<file path="src/rtl/alu_z_stage_pkg.sv">
// Opcode constants and the Z-stage state encoding.
// The ALU and the control unit import the same package.
package alu_z_stage_pkg;

    localparam logic [4:0] OP_ADD = 5'b00011;
    localparam logic [4:0] OP_SUB = 5'b00100;
    localparam logic [4:0] OP_AND = 5'b00101;
    localparam logic [4:0] OP_OR  = 5'b00110;
    localparam logic [4:0] OP_MUL = 5'b01111;
    localparam logic [4:0] OP_DIV = 5'b10000;

    typedef enum logic [1:0] {
        IDLE = 2'd0,
        WAIT = 2'd1,
        DONE = 2'd2
    } z_state_t;

    function automatic logic is_multi_cycle(input logic [4:0] op);
        return (op == OP_MUL) || (op == OP_DIV);
    endfunction

endpackage

</file>
<file path="src/rtl/alu_z_stage_z_lat_counter.sv">
// Latency down-counter for multi-cycle ops; term flags the final wait cycle.
module z_lat_counter #(
    parameter int CNT_W = 6
) (
    input  logic             clk,
    input  logic             clr,
    input  logic             load,
    input  logic [CNT_W-1:0] load_val,
    input  logic             dec,
    output logic [CNT_W-1:0] cnt,
    output logic             term
);

    always_ff @(posedge clk) begin
        if (clr) begin
            cnt <= '0;
        end else if (load) begin
            cnt <= load_val;
        end else if (dec && (cnt != '0)) begin
            cnt <= cnt - CNT_W'(1);
        end
    end

    assign term = (cnt == CNT_W'(1));

endmodule

</file>
<file path="src/rtl/alu_z_stage.sv">
// ALU result stage: ZHI/ZLO capture, mul/div latency sequencing and bus drive.
//   state | meaning
//   IDLE  | no op in flight, start accepted
//   WAIT  | multi-cycle op counting down, busy=1
//   DONE  | Z just loaded, done=1, start accepted back-to-back
module alu_z_stage #(
    parameter int MUL_LAT = 2,
    parameter int DIV_LAT = 32,
    parameter int CNT_W   = 6
) (
    input  logic        clk,
    input  logic        clr,
    input  logic        start,
    input  logic [4:0]  opcode,
    input  logic [31:0] c_hi,
    input  logic [31:0] c_lo,
    input  logic        zhi_out,
    input  logic        zlo_out,
    output logic        busy,
    output logic        done,
    output logic [31:0] z_hi,
    output logic [31:0] z_lo,
    output logic [31:0] bus_data,
    output logic        bus_drive,
    output logic        err
);

    import alu_z_stage_pkg::*;

    localparam logic [CNT_W-1:0] MUL_CNT = CNT_W'(MUL_LAT - 1);
    localparam logic [CNT_W-1:0] DIV_CNT = CNT_W'(DIV_LAT - 1);

    z_state_t         state;
    z_state_t         state_nxt;
    logic [4:0]       op_q;
    logic [CNT_W-1:0] cnt_init;
    logic [CNT_W-1:0] cnt;
    logic             cnt_term;
    logic             cnt_load;
    logic             cnt_dec;
    logic             accept;
    logic             start_multi;
    logic             wait_end;
    logic             z_load;
    logic             start_in_wait;

    // A latency of 1 yields a zero preload, which means "load Z on the start edge".
    always_comb begin
        cnt_init = '0;
        if (opcode == OP_MUL) begin
            cnt_init = MUL_CNT;
        end else if (opcode == OP_DIV) begin
            cnt_init = DIV_CNT;
        end
    end

    assign start_multi = (cnt_init != '0);
    assign accept      = start && ((state == IDLE) || (state == DONE));
    assign wait_end    = cnt_term && is_multi_cycle(op_q);
    assign cnt_dec     = (state == WAIT);

    z_lat_counter #(
        .CNT_W(CNT_W)
    ) u_lat_counter (
        .clk     (clk),
        .clr     (clr),
        .load    (cnt_load),
        .load_val(cnt_init),
        .dec     (cnt_dec),
        .cnt     (cnt),
        .term    (cnt_term)
    );

    always_ff @(posedge clk) begin
        if (clr) begin
            state <= IDLE;
        end else begin
            state <= state_nxt;
        end
    end

    always_comb begin
        state_nxt = state;
        case (state)
            IDLE, DONE: begin
                if (start) begin
                    state_nxt = start_multi ? WAIT : DONE;
                end else begin
                    state_nxt = IDLE;
                end
            end
            WAIT: begin
                if (wait_end) begin
                    state_nxt = DONE;
                end
            end
            default: state_nxt = IDLE;
        endcase
    end

    always_comb begin
        busy          = 1'b0;
        done          = 1'b0;
        z_load        = 1'b0;
        cnt_load      = 1'b0;
        start_in_wait = 1'b0;
        case (state)
            IDLE, DONE: begin
                done = (state == DONE);
                if (start) begin
                    cnt_load = start_multi;
                    z_load   = !start_multi;
                end
            end
            WAIT: begin
                busy          = 1'b1;
                z_load        = wait_end;
                start_in_wait = start;
            end
            default: ;
        endcase
    end

    always_ff @(posedge clk) begin
        if (clr) begin
            op_q <= '0;
        end else if (accept) begin
            op_q <= opcode;
        end
    end

    always_ff @(posedge clk) begin
        if (clr) begin
            z_hi <= '0;
            z_lo <= '0;
        end else if (z_load) begin
            z_hi <= c_hi;
            z_lo <= c_lo;
        end
    end

    always_ff @(posedge clk) begin
        if (clr) begin
            err <= 1'b0;
        end else if (start_in_wait || (zhi_out && zlo_out)) begin
            err <= 1'b1;
        end
    end

    // ZLO wins when both selects collide; the collision itself is flagged via err.
    always_comb begin
        bus_data = '0;
        if (zlo_out) begin
            bus_data = z_lo;
        end else if (zhi_out) begin
            bus_data = z_hi;
        end
    end

    assign bus_drive = zhi_out | zlo_out;

endmodule

</file>
<file path="config.mk">
export PLATFORM = sky130hd
export DESIGN_NAME = alu_z_stage
export DESIGN_NICKNAME = d
export VERILOG_FILES = /design/src/rtl/alu_z_stage_pkg.sv /design/src/rtl/alu_z_stage_z_lat_counter.sv /design/src/rtl/alu_z_stage.sv
export SDC_FILE = /design/constraint.sdc
export NUM_CORES = 1
export LEC_CHECK = 0
export CAP_MARGIN = 20
export CORE_UTILIZATION = 25
export CTS_BUF_LIST = sky130_fd_sc_hd__clkbuf_4
export DETAILED_ROUTE_END_ITERATION = 12
export SLEW_MARGIN = 20
export SYNTH_ARGS = -nofsm -noshare
export SYNTH_HDL_FRONTEND = slang
export SYNTH_HIERARCHICAL = 1
export SYNTH_SLANG_ARGS = --single-unit
</file>
<file path="constraint.sdc">
create_clock -name clk -period 2.45 [get_ports clk]
set_input_delay 0.735 -clock clk [delete_from_list [all_inputs] [get_ports clk]]
set_output_delay 0.735 -clock clk [all_outputs]
set_load 0.02 [all_outputs]
</file>
==> reports/results.tsv <==
stage	metric	value	unit
status	status	complete, no violations	
worst_setup_path	cpPeakStageDelay	300	ps
grt	grt-ovfl-total	0	
logic_synthesis	syn-instance-count	477	
logic_synthesis	yosys_warnings	6	
pwr	ir_drop	0.000204	V
grt	grt_usage	14.8	%
cells_and_area	nets	724	
cells_and_area	regArea	1560	um2
logic_synthesis	synth_nets	554	
sta	fin_crit	2380	ps
cells_and_area	area_growth	53.6	%
logic_synthesis	synth_seq_area_share	37.4	%
route	drc	0	
worst_setup_path	critPathLaunchType	input port	
worst_setup_path	cp_slowest_cell	bufbuf_16	
floorplan	start_util	25.9	%
grt	grt_pass1_wl	20300	um
route	finalWirelength	12500	um
worst_setup_path	arrival	1650	ps
sta	finalHoldViolations	0	
place	place_area	6170	um2
sta	slew_viol_final	0	
place	gp_congestion	0.735	
route	num_vias	3768	
cts	htreeDepth	3	
worst_setup_path	critical_path_buf_inv_count	3	
cts	cts_tree	built	
sta	rsz0062_at_grt	no	
route	drtIter0Drc	96	
pwr	seqPwrFrac	46.7	%
pwr	p_per_area	475	nW/um2
route	antenna_left	0	
place	dpl.hpwl	8380	um
route	wire_per_inst	14.4	um
sta	worst_clock_skew	10.1	ps
floorplan	die_height	131	um
cts	clk_latency	430	ps
logic_synthesis	synth_area	4170	um2
grt	grt_max_degree	80	
sta	max_freq	419	MHz
cells_and_area	multi_input_area	2350	um2
place	dp.cells	850	
cells_and_area	drive_gt1_share	12.1	%
worst_setup_path	crit_chain	buf_4, bufbuf_16, nand2_1, o21ai_1, clkdlybuf4s15_2	
logic_synthesis	synth_cell_type_count	40	
route	met2WireLength	6030	um
pwr	comb_power_share	27.4	%
route	dr_wl_met3	582	um
grt	grt_pass1_vias	3833	
worst_setup_path	cp_data_required_time	1710	ps
cells_and_area	stdcell_count	869	
pwr	leakagePower	2.44	nW
pwr	switchingPower	0.917	mW
route	avgViaCountPerCell	4.34	
job	maxCapViolCount	0	
floorplan	io-pin-count	174	
floorplan	die-area	17200	um2
pwr	switching_share	30.1	%
sta	post-route-period-util	97.3	%
cts	post_cts_buffers	0	
cts	clkSinkCount	78	
floorplan	core_area	16100	um2
floorplan	die_w	131	um
worst_setup_path	crit_path_end_kind	output pin	
floorplan	num_rows	46	
grt	antenna_found_initial	1	
route	dr.max_layer_used	met4	
worst_setup_path	path_class	input port to output pin	
route	wl_met1	5700	um
sta	finalSetupViolations	0	
cells_and_area	fin_util	39.8	%
cells_and_area	n_fill_cell	1619	
cts	cts_buffer_depth	2	
place	port_buffers	173	
route	dr.pass1.iters	4	
pwr	p_int	2.13	mW
cts	cts_root_buf	clkbuf_4	
hold_path	hold_class	flip-flop to flip-flop	
logic_synthesis	synth_seq_cells	78	
cts	cts_buffers	9	
pwr	clkPwrFrac	25.8	%
pwr	finalPower	3.05	mW
logic_synthesis	syn-mean-instance-area	8.75	um2
worst_setup_path	crit_fanout	8	
cells_and_area	design_area	6410	um2
worst_setup_path	critical_path.top_delay_family	buffers and inverters	
cts	clk_pin_slew	120	ps
==> sequential cells by signal (all words and copies together), names as in the netlist <==
| register | flops |
|---|---|
| z_lo | 32 |
| u_lat_counter/cnt | 6 |
| state | 2 |
| err | 1 |
| z_hi | 32 |
| op_q | 5 |
==> power groups by stage <==
stage / Sequential (mW) / Clock (mW) / Combinational (mW)
detailed placement: 1.45 / 0 / 0.833
floorplan: 1.53 / 0 / 0.347
global route: 1.44 / 0.896 / 0.896
finish: 1.42 / 0.787 / 0.836
CTS: 1.42 / 0.841 / 0.845
global placement: 1.45 / 0 / 0.822
==> cells by family after synthesis <==
group | Yosys count | share of synthesized area, %
AND/OR/NAND/NOR | 228 | 29.9
flip-flops | 78 | 37.4
multiplexers | 70 | 17.1
AO/OA/AOI/OAI | 52 | 8.13
buffers and inverters | 45 | 6.48
adder cells (fa/ha/maj) | 3 | 0.900
other | 1 | 0.0899
==> what timing repair did <==
| action | 4_1_cts | 5_1_grt |
|---|---|---|
| setup endpoints to repair | 34 | 36 |
| gates resized for setup | 109 | 2 |
| endpoints found under the hold margin | 0 | 0 |
| cloned | 2 | 0 |
| hold buffers | 0 | 0 |
==> cells in the final DEF (no fill, tap or decap), types with 3 or more instances in the layout <==
cell type and count:
mux2i_1 69, buf_12 7, nor2b_1 3, dfxtp_1 78, buf_4 15, inv_1 9, clkbuf_4 11, clkdlybuf4s15_2 33
clkdlybuf4s50_1 135, ha_1 3, o21ai_1 30, o211ai_1 3, nand2b_1 129, nand2_1 67, o21ai_0 3, nor2_1 12
a221oi_1 3
==> final timing paths <==
check	from	to	slack [ps]	cells past startpoint
max	zhi_out	bus_data[17]	70	5
min	z_lo[4]$_SDFFE_PP0P_	z_lo[4]$_SDFFE_PP0P_	500	2
max reg2reg	u_lat_counter/cnt[4]$_SDFFE_PP0P_	z_hi[9]$_SDFFE_PP0P_	240	7
min reg2reg	z_lo[4]$_SDFFE_PP0P_	z_lo[4]$_SDFFE_PP0P_	500	2
==> stage by stage <==
| step | setup WS, ps | TNS (ps) | hold slack, ps |
|---|---|---|---|
| after floorplan | 8.75 | 0 | 465 |
| final | 65.0 | 0 | 496 |
| after global routing | 18.8 | 0 | 523 |
| after CTS | 59.7 | 0 | 501 |
| after detailed placement | -617 | -35700 | 479 |
| after global placement | -623 | -33370 | 470 |
==> worst min-delay path, cell delays in order, from the launching register on <==
cell      delay, ps
dfxtp_1         340
nand2b_1         70
mux2i_1          60
==> synth_stat cells <==
library cell   number  area [um2]
nand2_1            67         251
o211ai_1            3        22.5
mux2i_1            69         691
a21boi_0            1        7.51
or3_1               2        12.5
or4b_1              2        20.0
dlygate4sd1_1       1        8.76
nor4_1              1        6.26
nand2b_1          129         807
o22a_1              1        8.76
a211o_1             1        8.76
a211o_2             1        10.0
a2111o_1            1        11.3
inv_1               9        33.8
a221oi_1            3        26.3
nor2_1             12        45.0
dfxtp_1            78        1560
or4b_4              1        13.8
buf_6               1        11.3
and2_1              2        12.5
nor3_1              2        10.0
o31ai_1             1        7.51
nand4b_1            1        8.76
nor2b_1             3        18.8
or2_2               2        12.5
o221ai_1            1        8.76
a311oi_1            2        17.5
a21oi_1             2        10.0
buf_4               2        15.0
mux2i_4             1        22.5
buf_12              5         100
nand3b_1            1        7.51
o21ai_0            33         165
nand4_1             1        6.26
clkbuf_1           27         101
a22oi_1             1        7.51
conb_1              1        3.75
o32ai_4             1        27.5
ha_1                3        37.5
or4_1               2        15.0
==> routing by layer <==
metal  vias to the layer above  global-route usage, %
li1                       1911                      -
met1                      1736                   18.5
met2                       110                   24.7
met3                        11                   2.82
met4                         0                   6.08
met5                         -                      0
==> cell type report <==
cell class,count,area share (%)
multi-input cells,354,36.6
repair buffers,195,32.2
flip-flops and latches,78,24.4
well taps,216,4.22
clock buffers,11,1.29
clock inverters,5,0.781
inverters,9,0.527
diodes,1,0.0390
Note: power is estimated with default switching activity, not from simulation.
